<file path="config.mk">
export PLATFORM = sky130hd
export DESIGN_NAME = ram_access_arbiter_flat
export DESIGN_NICKNAME = d
export VERILOG_FILES = /design/src/rtl/ram_arb_pkg.sv /design/src/rtl/ram_access_arbiter_if.sv /design/src/rtl/rr_arbiter.sv /design/src/rtl/ram_access_arbiter.sv /design/src/flat_wrapper.sv
export SDC_FILE = /design/constraint.sdc
export NUM_CORES = 1
export LEC_CHECK = 0
export CAP_MARGIN = 30
export CORE_MARGIN = 2
export CORE_UTILIZATION = 40
export CTS_CLUSTER_DIAMETER = 150
export DETAILED_ROUTE_END_ITERATION = 16
export PLACE_DENSITY_LB_ADDON = 0.05
export SYNTH_ARGS = -nofsm -noshare
export SYNTH_HDL_FRONTEND = slang
export SYNTH_SLANG_ARGS = --single-unit
</file>
<file path="constraint.sdc">
create_clock -name clk -period 2.6 [get_ports clk]
set_clock_uncertainty 0.15 [all_clocks]
set_input_delay 0.52 -clock clk [delete_from_list [all_inputs] [get_ports clk]]
set_output_delay 0.52 -clock clk [all_outputs]
set_load 0.01 [all_outputs]
</file>
<file path="src/rtl/ram_arb_pkg.sv">
// Shared types for the RAM access arbiter: RAM command codes and FSM states.
package ram_arb_pkg;

  typedef enum logic [1:0] {
    WR_ADDR = 2'b00,
    WR_DATA = 2'b01,
    RD_ADDR = 2'b10,
    RD_DATA = 2'b11
  } cmd_e;

  typedef enum logic [2:0] {
    IDLE,
    ADDR,
    DATA,
    RD_WAIT,
    RESP
  } state_e;

  // Command code for one beat of a transaction: address beat or data beat.
  function automatic logic [1:0] beat_cmd(input logic we, input logic data_beat);
    cmd_e c;
    if (we) c = data_beat ? WR_DATA : WR_ADDR;
    else    c = data_beat ? RD_DATA : RD_ADDR;
    return c;
  endfunction

endpackage

</file>
<file path="src/rtl/ram_access_arbiter_if.sv">
// Requester-side and RAM-side bus of the RAM access arbiter.
interface ram_access_arbiter_if #(
  parameter int N_REQ = 2,
  parameter int WIDTH = 8
);
  // Handshake: a requester holds req_valid (with we/addr/wdata stable) until it
  // sees its req_ready pulse; the transaction completes with one rsp_valid pulse
  // to that same requester. ram_rx_valid strobes each command beat on ram_din;
  // ram_tx_valid qualifies ram_dout. There is no backpressure from the RAM.
  logic [N_REQ-1:0]       req_valid;
  logic [N_REQ-1:0]       req_we;
  logic [N_REQ*WIDTH-1:0] req_addr;
  logic [N_REQ*WIDTH-1:0] req_wdata;
  logic [N_REQ-1:0]       req_ready;
  logic [N_REQ-1:0]       rsp_valid;
  logic [WIDTH-1:0]       rsp_rdata;
  logic                   rsp_err;
  logic [WIDTH+1:0]       ram_din;
  logic                   ram_rx_valid;
  logic [WIDTH-1:0]       ram_dout;
  logic                   ram_tx_valid;

  modport slave (
    input  req_valid, req_we, req_addr, req_wdata, ram_dout, ram_tx_valid,
    output req_ready, rsp_valid, rsp_rdata, rsp_err, ram_din, ram_rx_valid
  );

  modport master (
    output req_valid, req_we, req_addr, req_wdata, ram_dout, ram_tx_valid,
    input  req_ready, rsp_valid, rsp_rdata, rsp_err, ram_din, ram_rx_valid
  );
endinterface

</file>
<file path="src/rtl/rr_arbiter.sv">
// Round-robin arbiter: grants the first requester after the last one served.
module rr_arbiter #(
  parameter int N_REQ = 2,
  localparam int IDX_W = $clog2(N_REQ)
) (
  input  logic             clk,
  input  logic             rst,
  input  logic [N_REQ-1:0] req,
  input  logic             advance,
  input  logic [IDX_W-1:0] advance_idx,
  output logic [N_REQ-1:0] grant,
  output logic [IDX_W-1:0] grant_idx,
  output logic             grant_valid
);
  localparam logic [N_REQ-1:0] ONE = {{(N_REQ-1){1'b0}}, 1'b1};

  logic [IDX_W-1:0] last_q;

  // Resetting to the highest index makes requester 0 the first candidate.
  always_ff @(posedge clk or posedge rst) begin
    if (rst)          last_q <= IDX_W'(N_REQ - 1);
    else if (advance) last_q <= advance_idx;
  end

  always_comb begin
    grant_valid = 1'b0;
    grant_idx   = '0;
    for (int k = 1; k <= N_REQ; k++) begin
      logic [IDX_W-1:0] idx;
      idx = IDX_W'((int'(last_q) + k) % N_REQ);
      if (!grant_valid && req[idx]) begin
        grant_valid = 1'b1;
        grant_idx   = idx;
      end
    end
    grant = grant_valid ? (ONE << grant_idx) : '0;
  end
endmodule

</file>
<file path="src/rtl/ram_access_arbiter.sv">
// Shares a single-port SPI RAM between N_REQ word requesters, expanding each
// accepted request into an address beat followed by its data beat.
module ram_access_arbiter
  import ram_arb_pkg::*;
#(
  parameter int N_REQ      = 2,
  parameter int WIDTH      = 8,
  parameter int RD_TIMEOUT = 4
) (
  input  logic                 clk,
  input  logic                 rst,
  ram_access_arbiter_if.slave  bus,
  output logic                 busy,
  output state_e               dbg_state
);
  localparam int IDX_W = $clog2(N_REQ);
  localparam int CNT_W = $clog2(RD_TIMEOUT + 1);
  localparam logic [N_REQ-1:0] ONE = {{(N_REQ-1){1'b0}}, 1'b1};

  state_e           state_q, state_d;
  logic [IDX_W-1:0] owner_q;
  logic             we_q;
  logic [WIDTH-1:0] addr_q, wdata_q, rdata_q;
  logic             err_q;
  logic [CNT_W-1:0] cnt_q;
  logic [N_REQ-1:0] grant;
  logic [IDX_W-1:0] grant_idx;
  logic             grant_valid;
  logic             accept;
  logic             timeout_hit;

  rr_arbiter #(.N_REQ(N_REQ)) u_rr (
    .clk         (clk),
    .rst         (rst),
    .req         (bus.req_valid),
    .advance     (state_q == RESP),
    .advance_idx (owner_q),
    .grant       (grant),
    .grant_idx   (grant_idx),
    .grant_valid (grant_valid)
  );

  // Gated by rst so nothing is accepted while reset is held.
  assign accept      = (state_q == IDLE) && grant_valid && !rst;
  assign timeout_hit = (cnt_q == CNT_W'(RD_TIMEOUT - 1));

  always_comb begin
    state_d          = state_q;
    bus.ram_rx_valid = 1'b0;
    bus.ram_din      = '0;
    bus.rsp_valid    = '0;
    bus.req_ready    = accept ? grant : '0;
    case (state_q)
      IDLE:    if (accept) state_d = ADDR;
      ADDR: begin
        bus.ram_rx_valid = 1'b1;
        bus.ram_din      = {beat_cmd(we_q, 1'b0), addr_q};
        state_d          = DATA;
      end
      DATA: begin
        bus.ram_rx_valid = 1'b1;
        bus.ram_din      = {beat_cmd(we_q, 1'b1), (we_q ? wdata_q : {WIDTH{1'b0}})};
        state_d          = we_q ? RESP : RD_WAIT;
      end
      RD_WAIT: if (bus.ram_tx_valid || timeout_hit) state_d = RESP;
      RESP: begin
        bus.rsp_valid = ONE << owner_q;
        state_d       = IDLE;
      end
      default: state_d = IDLE;
    endcase
  end

  always_ff @(posedge clk or posedge rst) begin
    if (rst) begin
      state_q <= IDLE;
      owner_q <= '0;
      we_q    <= 1'b0;
      addr_q  <= '0;
      wdata_q <= '0;
      cnt_q   <= '0;
      rdata_q <= '0;
      err_q   <= 1'b0;
    end else begin
      state_q <= state_d;
      case (state_q)
        IDLE: if (accept) begin
          owner_q <= grant_idx;
          we_q    <= bus.req_we[grant_idx];
          addr_q  <= bus.req_addr[grant_idx*WIDTH +: WIDTH];
          wdata_q <= bus.req_wdata[grant_idx*WIDTH +: WIDTH];
        end
        DATA: cnt_q <= '0;
        RD_WAIT: begin
          if (bus.ram_tx_valid) begin
            rdata_q <= bus.ram_dout;
            err_q   <= 1'b0;
          end else if (timeout_hit) begin
            rdata_q <= '0;
            err_q   <= 1'b1;
          end else begin
            cnt_q <= cnt_q + 1'b1;
          end
        end
        default: ;
      endcase
    end
  end

  assign bus.rsp_rdata = rdata_q;
  assign bus.rsp_err   = err_q;
  assign busy          = (state_q != IDLE);
  assign dbg_state     = state_q;
endmodule
</file>
<file path="src/flat_wrapper.sv">
// flat-port wrapper written by rule: the top's interface ports become plain ports
module ram_access_arbiter_flat import ram_arb_pkg::*;
#(
  parameter int N_REQ      = 2,
  parameter int WIDTH      = 8,
  parameter int RD_TIMEOUT = 4
)
  (clk, rst, busy, dbg_state, bus_req_valid, bus_req_we, bus_req_addr, bus_req_wdata, bus_ram_dout, bus_ram_tx_valid, bus_req_ready, bus_rsp_valid, bus_rsp_rdata, bus_rsp_err, bus_ram_din, bus_ram_rx_valid);
  ram_access_arbiter_if #(.N_REQ(N_REQ), .WIDTH(WIDTH)) bus_i ();
  input  logic clk;
  input  logic rst;
  output logic busy;
  output state_e dbg_state;
  input wire logic [$bits(bus_i.req_valid)-1:0] bus_req_valid;
  input wire logic [$bits(bus_i.req_we)-1:0] bus_req_we;
  input wire logic [$bits(bus_i.req_addr)-1:0] bus_req_addr;
  input wire logic [$bits(bus_i.req_wdata)-1:0] bus_req_wdata;
  input wire logic [$bits(bus_i.ram_dout)-1:0] bus_ram_dout;
  input wire logic [$bits(bus_i.ram_tx_valid)-1:0] bus_ram_tx_valid;
  output wire logic [$bits(bus_i.req_ready)-1:0] bus_req_ready;
  output wire logic [$bits(bus_i.rsp_valid)-1:0] bus_rsp_valid;
  output wire logic [$bits(bus_i.rsp_rdata)-1:0] bus_rsp_rdata;
  output wire logic [$bits(bus_i.rsp_err)-1:0] bus_rsp_err;
  output wire logic [$bits(bus_i.ram_din)-1:0] bus_ram_din;
  output wire logic [$bits(bus_i.ram_rx_valid)-1:0] bus_ram_rx_valid;
  assign bus_i.req_valid = bus_req_valid;
  assign bus_i.req_we = bus_req_we;
  assign bus_i.req_addr = bus_req_addr;
  assign bus_i.req_wdata = bus_req_wdata;
  assign bus_i.ram_dout = bus_ram_dout;
  assign bus_i.ram_tx_valid = bus_ram_tx_valid;
  assign bus_req_ready = bus_i.req_ready;
  assign bus_rsp_valid = bus_i.rsp_valid;
  assign bus_rsp_rdata = bus_i.rsp_rdata;
  assign bus_rsp_err = bus_i.rsp_err;
  assign bus_ram_din = bus_i.ram_din;
  assign bus_ram_rx_valid = bus_i.ram_rx_valid;
  ram_access_arbiter #(.N_REQ(N_REQ), .WIDTH(WIDTH), .RD_TIMEOUT(RD_TIMEOUT)) u_core (.clk(clk), .rst(rst), .bus(bus_i), .busy(busy), .dbg_state(dbg_state));
endmodule
</file>
==> run metrics, run 1 <==
RR Startpoint=u_core.dbg_state[0]$_DFFE_PP0P_; vias=roughly 1,500; # DRC=0; synthesized instance count=158; Post-Synth XOR/XNOR Area=0.004926; post-synthesis mux area share=0.2203; peak supply drop=around 0.48 mV; Setup violations, final=0; fin worst setup slack=about 0.17 ns; Worst setup SP type=register; IO Count=75; DR iter-0 viols=64; R2R Setup Slk=~0.67 ns; GR Overflow Total=0; Clock Latency Late Sink=~0.28 ns; EDFF count, synth=0; DP HPWL=approximately 3300 um; largest net degree at the start of global routing=21; fin nets=~290; Buf+Inv Stages, Crit Path=2; htree depth=2; Hold Fails Final Rpt=0; GRT Util Overall=0.1832; Crit. path cell count=4; Slowest cell on crit path=clkdlybuf4s50_1; GP Congestion=a little under 0.8; ys flop type=dfrtp_1; asr flop ratio synth=1.000; CP top delay family=buffers and inverters; pre-CTS WS=-0.03973 ns; largest family of logic cells by synthesized area=multiplexers; top cells by area, synth=dfrtp_1 46%, mux2_2 20%, a22o_1 4.4%, a21oi_1 3.4%, nand3_1 2.5%; minimum clock period=approximately 2.4 ns; die height=70.67 um; synth unique cells=35; Post-DRT Antenna Nets=0; worst r2r path cells=4; Worst Path Arrival=between 1.5 and 2 ns; core box area=about 0.0043 sq mm; crit end category=output port; initial antenna violation count=0; Post-DP Area=approximately 0.0026 sq mm; Die Area=around 0.005 sq mm; status=completed; R2R Path End=u_core.addr_q[3]$_DFFE_PP0P_; most common cell in the netlist=dfrtp_1; Worst Setup SP=u_core.dbg_state[2]$_DFFE_PP0P_; starting density of the core=0.4112; vias in the first global route=between 1,500 and 2,000; sequence of cells on the critical path=buf_4 > nand2b_1 > nor2_1 > clkdlybuf4s50_1; normalized max-slew margin=0.5974; die width=70.67 um; worst min-delay path category=register to register; Rows=24; Max-Cap Viols=0; Ant. Diodes=0; list of most frequent post-synthesis cells=33 x dfrtp_1, 32 x mux2_2, 12 x a21oi_1; DR WL/cell=roughly 15 um; sequential share of the synthesized area=0.4792; fin area=about 0.0027 sq mm; Final Cycle Share=0.9346; Critical Setup Path Class=register to output port; Max Slew Vio Count=0; number of buffers created by CTS=5; first-pass GRT wire length=roughly 7400 um; Syn Area/Cell=~11 sq um; Cell Area, Synth=0.001778 sq mm; WL final=roughly 4400 um; Lkg Pwr=between 1 and 1.5 nW; Synthesized Nets=about 210; Post-CTS Setup Repair Bufs=0; share of layout cells above drive strength 1=0.2185; Synth Area in Compound Gates=0.1210; clock-pin slew on the worst setup and hold paths=0.07 ns; CTS tree=yes; Cell Pwr Density=a little under 1000 mW/mm^2; RSZ-0062 raised after global routing=no; vias per cell=5.121; Yosys reg bits=34; Root Buffer=clkbuf_8; critical path's largest stage delay=0.54 ns; Req. time, crit path=slightly below 2 ns; Slew @ Worst Pin=a little over 0.6 ns; cell taking the most area after synthesis=dfrtp_1; Post-Synth Adder-Cell Area=0.01407; fraction of the mapped netlist area in simple logic gates=0.1147; Layout area overhead=52.22%; Worst Setup EP=bus_ram_din[8]; yosys warns=0; fillers=343; Synth top area share=0.4645; CP Max Fanout=16; Clock Sinks=34; Clock Path Buffers=2; worst hold slack=0.3467 ns; drt first pass iters=4; port bufs=74; Max Clock Freq=about 0.41 GHz
-- power by group --
part	switching, mW	leakage, nW	internal, mW
clock network	0.182	0.0482	0.213
logic	0.582	0.785	0.763
registers	0.148	0.416	0.784
-- cell type report --
cell class              count  area (sq um)  area share
multi-input cells         109         848.3      0.3135
inverters                   5         18.77    0.006935
clock buffers               7         86.33     0.03190
well taps                  52         65.06     0.02404
flip-flops and latches     34         852.1      0.3148
clock inverters             1         5.005    0.001849
repair buffers             82         830.8      0.3070
-- sequential cells by signal (all words and copies together) (netlist names) --
register / count
u_core.dbg_state: 3
u_core.we_q: 1
u_core.wdata_q: 8
u_core.cnt_q: 3
u_core.bus.rsp_err: 1
u_core.bus.rsp_rdata: 8
u_core.addr_q: 8
u_core.u_rr.last_q: 1
u_core.owner_q: 1
-- per-layer routing --
layer  track usage  share of wire  vias to the layer above  routed length (um)
li1              -              -                      726                   -
met1        0.2403           0.44                      711                1926
met2        0.3113           0.50                       44                2183
met3       0.03704          0.053                        4                 232
met4       0.05031         0.0082                        0                  36
met5             0              0                        -                   0
-- through the flow --
step	power, mW	setup TNS [ns]	instances	utilization
3_3_place_gp	2.274	0	282	0.6007
4_1_cts	2.718	0	290	0.6218
5_1_grt	2.881	0	290	0.6259
3_5_place_dp	2.320	-0.03973	282	0.6007
2_1_floorplan	1.688	0	158	-
6_report	2.674	0	290	0.6259
-- how the worst min path moves through the flow --
| stage | start | endpoint | slack (ns) | cells past startpoint |
|---|---|---|---|---|
| 6_report | u_core.cnt_q[0]$_DFFE_PP0P_ | u_core.cnt_q[0]$_DFFE_PP0P_ | 0.35 | 1 |
| 5_1_grt | u_core.addr_q[6]$_DFFE_PP0P_ | u_core.addr_q[6]$_DFFE_PP0P_ | 0.38 | 1 |
| 4_1_cts | u_core.bus.rsp_rdata[6]$_DFFE_PP0P_ | u_core.bus.rsp_rdata[6]$_DFFE_PP0P_ | 0.35 | 1 |
| 3_5_place_dp | u_core.bus.rsp_rdata[6]$_DFFE_PP0P_ | u_core.bus.rsp_rdata[6]$_DFFE_PP0P_ | 0.34 | 1 |
| 3_3_place_gp | u_core.cnt_q[0]$_DFFE_PP0P_ | u_core.cnt_q[0]$_DFFE_PP0P_ | 0.32 | 1 |
| 2_1_floorplan | u_core.cnt_q[0]$_DFFE_PP0P_ | u_core.cnt_q[0]$_DFFE_PP0P_ | 0.30 | 1 |
-- cell families (layout without fill, tap and decap cells) --
kind of cell | Yosys count | in the layout
AND/OR/NAND/NOR | 39 | 39
multiplexers | 35 | 35
flip-flops | 34 | 34
AO/OA/AOI/OAI | 32 | 32
buffers and inverters | 15 | 95
adder cells (fa/ha/maj) | 2 | 2
XOR/XNOR | 1 | 1
-- layout by cell type (no fill, tap or decap), drive strengths merged, types with 4 or more instances in the layout --
master / instances
a21oi: 12
nand3: 9
clkbuf: 7
nand2: 9
mux2: 33
dfrtp: 33
nor2: 8
clkdlybuf4s50: 64
inv: 4
a22o: 9
dlymetal6s2s: 7
buf: 8
-- what timing repair did --
item	4_1_cts	5_1_grt
endpoints found under the setup margin	6	7
gates resized for setup	4	7
hold buffers	0	0
No activity file was read; power rests on OpenSTA's default activity.
==> run 2: changes to the inputs <==
--- a/config.mk
+++ b/config.mk
@@ -13,4 +13,5 @@
 export PLACE_DENSITY_LB_ADDON = 0.05
 export SYNTH_ARGS = -nofsm -noshare
 export SYNTH_HDL_FRONTEND = slang
+export SYNTH_HIERARCHICAL = 1
 export SYNTH_SLANG_ARGS = --single-unit
==> constraint.sdc (replaced) <==
create_clock -name clk -period 2.6 [get_ports clk]
set_clock_uncertainty 0.15 [all_clocks]
set_input_delay 0.39 -clock clk [delete_from_list [all_inputs] [get_ports clk]]
set_output_delay 0.39 -clock clk [all_outputs]
set_load 0.01 [all_outputs]
==> run 2 against run 1 <==
Utilization is 1.5 points higher; design area is 4.5% higher; largest power group unchanged; global-route usage is 0.47 points lower; routed wire length is 1.8% higher; non-clock buffer count is 2 higher; clock power is 24% higher; area after synthesis is 5.0% higher.
==> run metrics, run 2 <==
footprint of the multi-input gates=937.1 sq um; vias per cell=5.137; WL final=4455 um; CTS tree=yes; IO Count=75; DP Cell Count=between 200 and 300; Hold Fails Final Rpt=0; status=completed; Max Slew Vio Count=0; Final Cycle Share=0.9573; Post-CTS Setup Repair Bufs=0; minimum clock period=between 2 and 2.5 ns; Post-DRT Antenna Nets=0; GRT Util Overall=0.1785; most common cell in the netlist=dfrtp_1; sequential share of the synthesized area=0.4564; DR WL/cell=approximately 15 um; Yosys reg bits=34; die height=roughly 72 um; Worst Path Arrival=~2 ns; DP HPWL=roughly 3300 um; EDFF count, synth=0; worst min-delay path category=primary input to asynchronous set/reset pin; crit end category=output port; Layout area overhead=51.47%; cell taking the most area after synthesis=dfrtp_1; core box area=about 0.0044 sq mm; Clock Path Buffers=2; Syn Area/Cell=11.67 sq um; total power=2.909 mW; Die Area=~0.0052 sq mm; Hold Buf Count CTS=0; largest net degree at the start of global routing=34; Reg area=about 850 sq um; fin nets=between 200 and 300; worst hold slack=between 0.3 and 0.4 ns; commonest non-fill, non-tap cell in the layout=clkdlybuf4s50_1; fin worst setup slack=0.1110 ns; vias in the first global route=1,459; Cell Pwr Density=~1000 mW/mm^2; Clock Sinks=34; TNS Setup=0 ns; peak supply drop=between 0.6 and 0.7 mV; final instance count without filler cells=just under 300; GR Overflow Total=0; Root Buffer=clkbuf_8; first-pass GRT wire length=around 7200 um; fillers=346; synth unique cells=38; # DRC=0; Worst setup SP type=register; Critical Setup Path Class=register to output port; pre-CTS WS=0.05195 ns; port bufs=74; starting density of the core=0.4229; Clock Latency Late Sink=approximately 0.29 ns; Max-Cap Viols=0; vias=about 1,500; yosys warns=6; share of layout cells above drive strength 1=0.2573; Ant. Diodes=0; CP Max Fanout=20; Max Clock Freq=between 0.4 and 0.5 GHz; ys flop type=dfrtp_1; die width=72.32 um; Setup violations, final=0; drt first pass iters=4; RSZ-0062 raised after global routing=no; GP Congestion=between 0.7 and 0.8; Req. time, crit path=between 2 and 2.5 ns; list of most frequent post-synthesis cells=33 x dfrtp_1, 17 x mux2_2, 16 x mux2_4; Lkg Pwr=1.250 nW; Cell Area, Synth=between 0.0015 and 0.002 sq mm; synthesized instance count=160; DR iter-0 viols=39; most frequent cells in the layout=72 x clkdlybuf4s50_1, 33 x dfrtp_1, 17 x mux2_2; Synthesized Nets=209; clock-pin slew on the worst setup and hold paths=~0.07 ns; Slew @ Worst Pin=~0.43 ns; initial antenna violation count=0; top cells by area, synth=dfrtp_1 44%, mux2_4 13%, mux2_2 10%, a22o_1 4.2%, nor2_1 2.2%; Rows=24; asr flop ratio synth=1.000; htree depth=2; normalized max-slew margin=0.7119; number of buffers created by CTS=5; Synth top area share=0.4424
==> run 2: per-layer routing <==
layer,part of all wire,GRT usage,vias to the layer above
met5,0,0,-
met4,0.0094,0.04403,0
met3,0.068,0.05972,6
met2,0.46,0.2793,48
met1,0.46,0.2395,720
li1,-,-,731
==> run 2: path summary, 6_finish.rpt <==
path | from | endpoint | slack [ns] | cells past startpoint
worst max register to register | u_core/dbg_state[0]$_DFFE_PP0P_ | u_core/wdata_q[5]$_DFFE_PP0P_ | 0.60 | 4
worst max-delay path | u_core/dbg_state[0]$_DFFE_PP0P_ | bus_ram_din[7] | 0.11 | 6
worst min-delay path | rst | u_core/u_rr/last_q$_DFFE_PP1P_ | 0.31 | 2
min in group clk | u_core/bus.rsp_rdata[6]$_DFFE_PP0P_ | u_core/bus.rsp_rdata[6]$_DFFE_PP0P_ | 0.36 | 1
max in group asynchronous | rst | u_core/addr_q[7]$_DFFE_PP0P_ | 1.58 | 3
worst min register to register | u_core/bus.rsp_rdata[6]$_DFFE_PP0P_ | u_core/bus.rsp_rdata[6]$_DFFE_PP0P_ | 0.36 | 1
==> run 2: metrics by stage <==
| stage | util | area (sq um) |
|---|---|---|
| after detailed placement | 0.6131 | 2706 |
| after CTS | 0.6395 | 2823 |
| final | 0.6406 | 2828 |
| after global routing | 0.6406 | 2828 |
| after floorplan | - | 1867 |
| after global placement | 0.6131 | 2706 |
==> run 2: area by class of cell <==
cell class | count | area share
timing repair buffer | 84 | 0.2934
clock inverter | 3 | 0.01593
clock buffer | 5 | 0.02434
multi-input combinational | 107 | 0.3314
sequential | 34 | 0.3013
tap | 52 | 0.02301
inverter | 8 | 0.01062
==> run 2: what timing repair did <==
| action | in CTS | in global routing |
|---|---|---|
| endpoints found under the setup margin | 3 | 3 |
| gates resized for setup | 3 | 2 |
| cloned | 0 | 0 |
==> run 2: power by group <==
group	switching [mW]	internal [mW]
clock network	0.205	0.285
registers	0.166	0.782
logic	0.586	0.885
==> run 2: kinds of logic after synthesis <==
logic type | after synthesis | synth area share
simple gates | 41 | 0.1233
mux | 35 | 0.2420
flops | 34 | 0.4564
compound gates | 28 | 0.1133
buf+inv | 19 | 0.04691
fa+ha+maj | 2 | 0.01340
xor+xnor | 1 | 0.004693
==> run 2: critical path, cell delays in order (launching register included) <==
cell	delay [ns]
dfrtp_1	0.37
buf_6	0.19
nor2b_1	0.14
buf_4	0.16
nand2_1	0.06
a21oi_1	0.17
clkdlybuf4s50_1	0.57
==> run 3: changes to the inputs <==
==> constraint.sdc (replaced) <==
create_clock -name clk -period 3.1 [get_ports clk]
set_clock_uncertainty 0.15 [all_clocks]
set_input_delay 0.465 -clock clk [delete_from_list [all_inputs] [get_ports clk]]
set_output_delay 0.465 -clock clk [all_outputs]
set_load 0.01 [all_outputs]
==> run 3 against run 2 <==
Critical path depth down 1; via count rose by 1.1%; clock power is essentially flat; global-route usage grew 0.54 points; setup slack better by 0.067 ns; critical path type is now primary input to output port; total power decreased by 14%; design area is 0.93% lower; register-to-register slack improved by 0.41 ns; die area stayed put; cell count decreased by 1.4%; non-clock buffer count is 4 lower.
==> run metrics, run 3 (same netlist as run 2, synthesis figures left out) <==
starting density of the core=0.4229; Hold Buf Count CTS=0; Max Slew Vio Count=0; # resized after CTS=0; Die Area=~0.0052 sq mm; DP HPWL=3415 um; DR WL/cell=around 16 um; clock-pin slew on the worst setup and hold paths=0.07 ns; drt first pass iters=4; Lkg Pwr=about 1.2 nW; die width=slightly above 70 um; # DRC=0; fillers=~360; Root Buffer=clkbuf_8; Req. time, crit path=between 2 and 2.5 ns; DP Cell Count=281; IO Count=between 70 and 80; vias=1,522; Layout area overhead=50.07%; WL final=4509 um; Hold Fails Final Rpt=0; Worst Path Arrival=2.31 ns; GR Overflow Total=0; Clock Latency Late Sink=0.28 ns; final instance count without filler cells=roughly 290; Post-DRT Antenna Nets=0; TNS Setup=0 ns; Cell Pwr Density=889.4 mW/mm^2; Clock Path Buffers=2; GRT Util Overall=0.1839; CTS tree=yes; commonest non-fill, non-tap cell in the layout=clkdlybuf4s50_1; crit end category=output port; number of buffers created by CTS=5; largest net degree at the start of global routing=21; Slew @ Worst Pin=0.7404 ns; RSZ-0062 raised after global routing=no; Worst setup SP type=primary input; total power=2.492 mW; normalized max-slew margin=0.5058; Max-Cap Viols=0; htree depth=2; pre-CTS WS=around 0.19 ns; share of layout cells above drive strength 1=0.2363; fin nets=~290; R2R Setup Slk=approximately 1 ns; most frequent cells in the layout=74 x clkdlybuf4s50_1, 33 x dfrtp_1, 17 x mux2_2; Critical Setup Path Class=primary input to output port; Final Cycle Share=0.9426; port bufs=74; peak supply drop=0.4082 mV; DR iter-0 viols=58; Clock Sinks=34; CP Max Fanout=10; status=completed; Rows=24; Setup violations, final=0; core box area=0.004414 sq mm; fin worst setup slack=around 0.18 ns; Post-CTS Setup Repair Bufs=0; vias in the first global route=between 1,500 and 2,000; minimum clock period=~2.9 ns; die height=72.32 um; Ant. Diodes=0; Max Clock Freq=~0.34 GHz; vias per cell=between 5 and 6; GP Congestion=a little over 0.7; first-pass GRT wire length=around 7400 um; initial antenna violation count=0; worst min-delay path category=register to register
## run 3: cell count changes in the layout (fill, tap and decap cells not counted), moves of 2 or more
cell and change:
buf_4 -2, dlygate4sd2_1 -2, clkinvlp_4 -2, clkdlybuf4s50_1 +2
## run 3: per-stage QoR
step | cell area, sq um | util | hold slack, ns
3_3_place_gp | 2664 | 0.6035 | 0.3364
6_report | 2801 | 0.6346 | 0.3575
5_1_grt | 2801 | 0.6346 | 0.3842
2_1_floorplan | 1867 | - | 0.2047
4_1_cts | 2801 | 0.6346 | 0.3620
3_5_place_dp | 2664 | 0.6035 | 0.3399
## run 3: cell type report
type / count / area, sq um / share of cell area
Multi-Input combinational cell: 107 / 930.9 / 0.3323
Sequential cell: 34 / 852.1 / 0.3042
Timing Repair Buffer: 80 / 785.8 / 0.2805
Clock buffer: 5 / 68.82 / 0.02456
Clock inverter: 3 / 68.82 / 0.02456
Tap cell: 52 / 65.06 / 0.02322
Inverter: 8 / 30.03 / 0.01072
## run 3: worst paths after layout
| check | to | cells after the start | startpoint |
|---|---|---|---|
| setup / recovery | bus_req_ready[0] | 5 | bus_req_valid[0] |
| hold / removal | u_core/bus.rsp_rdata[0]$_DFFE_PP0P_ | 1 | u_core/bus.rsp_rdata[0]$_DFFE_PP0P_ |
| setup reg to reg | u_core/addr_q[5]$_DFFE_PP0P_ | 4 | u_core/dbg_state[0]$_DFFE_PP0P_ |
| hold reg to reg | u_core/bus.rsp_rdata[0]$_DFFE_PP0P_ | 1 | u_core/bus.rsp_rdata[0]$_DFFE_PP0P_ |
| max in group asynchronous | u_core/bus.rsp_rdata[6]$_DFFE_PP0P_ | 3 | rst |
| min in group asynchronous | u_core/u_rr/last_q$_DFFE_PP1P_ | 2 | rst |
## run 3: routing by layer
metal | part of all wire | global-route usage | vias up
li1 | - | - | 721
met3 | 0.064 | 0.05556 | 2
met1 | 0.42 | 0.2263 | 744
met4 | 0.0042 | 0.05031 | 0
met5 | 0 | 0 | -
met2 | 0.51 | 0.3129 | 55
## run 3: power breakdown
group	switching (mW)	internal, mW	leakage [nW]
Combinational	0.483	0.721	0.749
Sequential	0.144	0.656	0.414
Clock	0.166	0.322	0.0683
## run 3: worst max-delay path: stages
cell             delay, ns
clkdlybuf4s50_1       0.56
or2_1                 0.12
or3b_4                0.47
nor2_1                0.13
clkdlybuf4s50_1       0.56
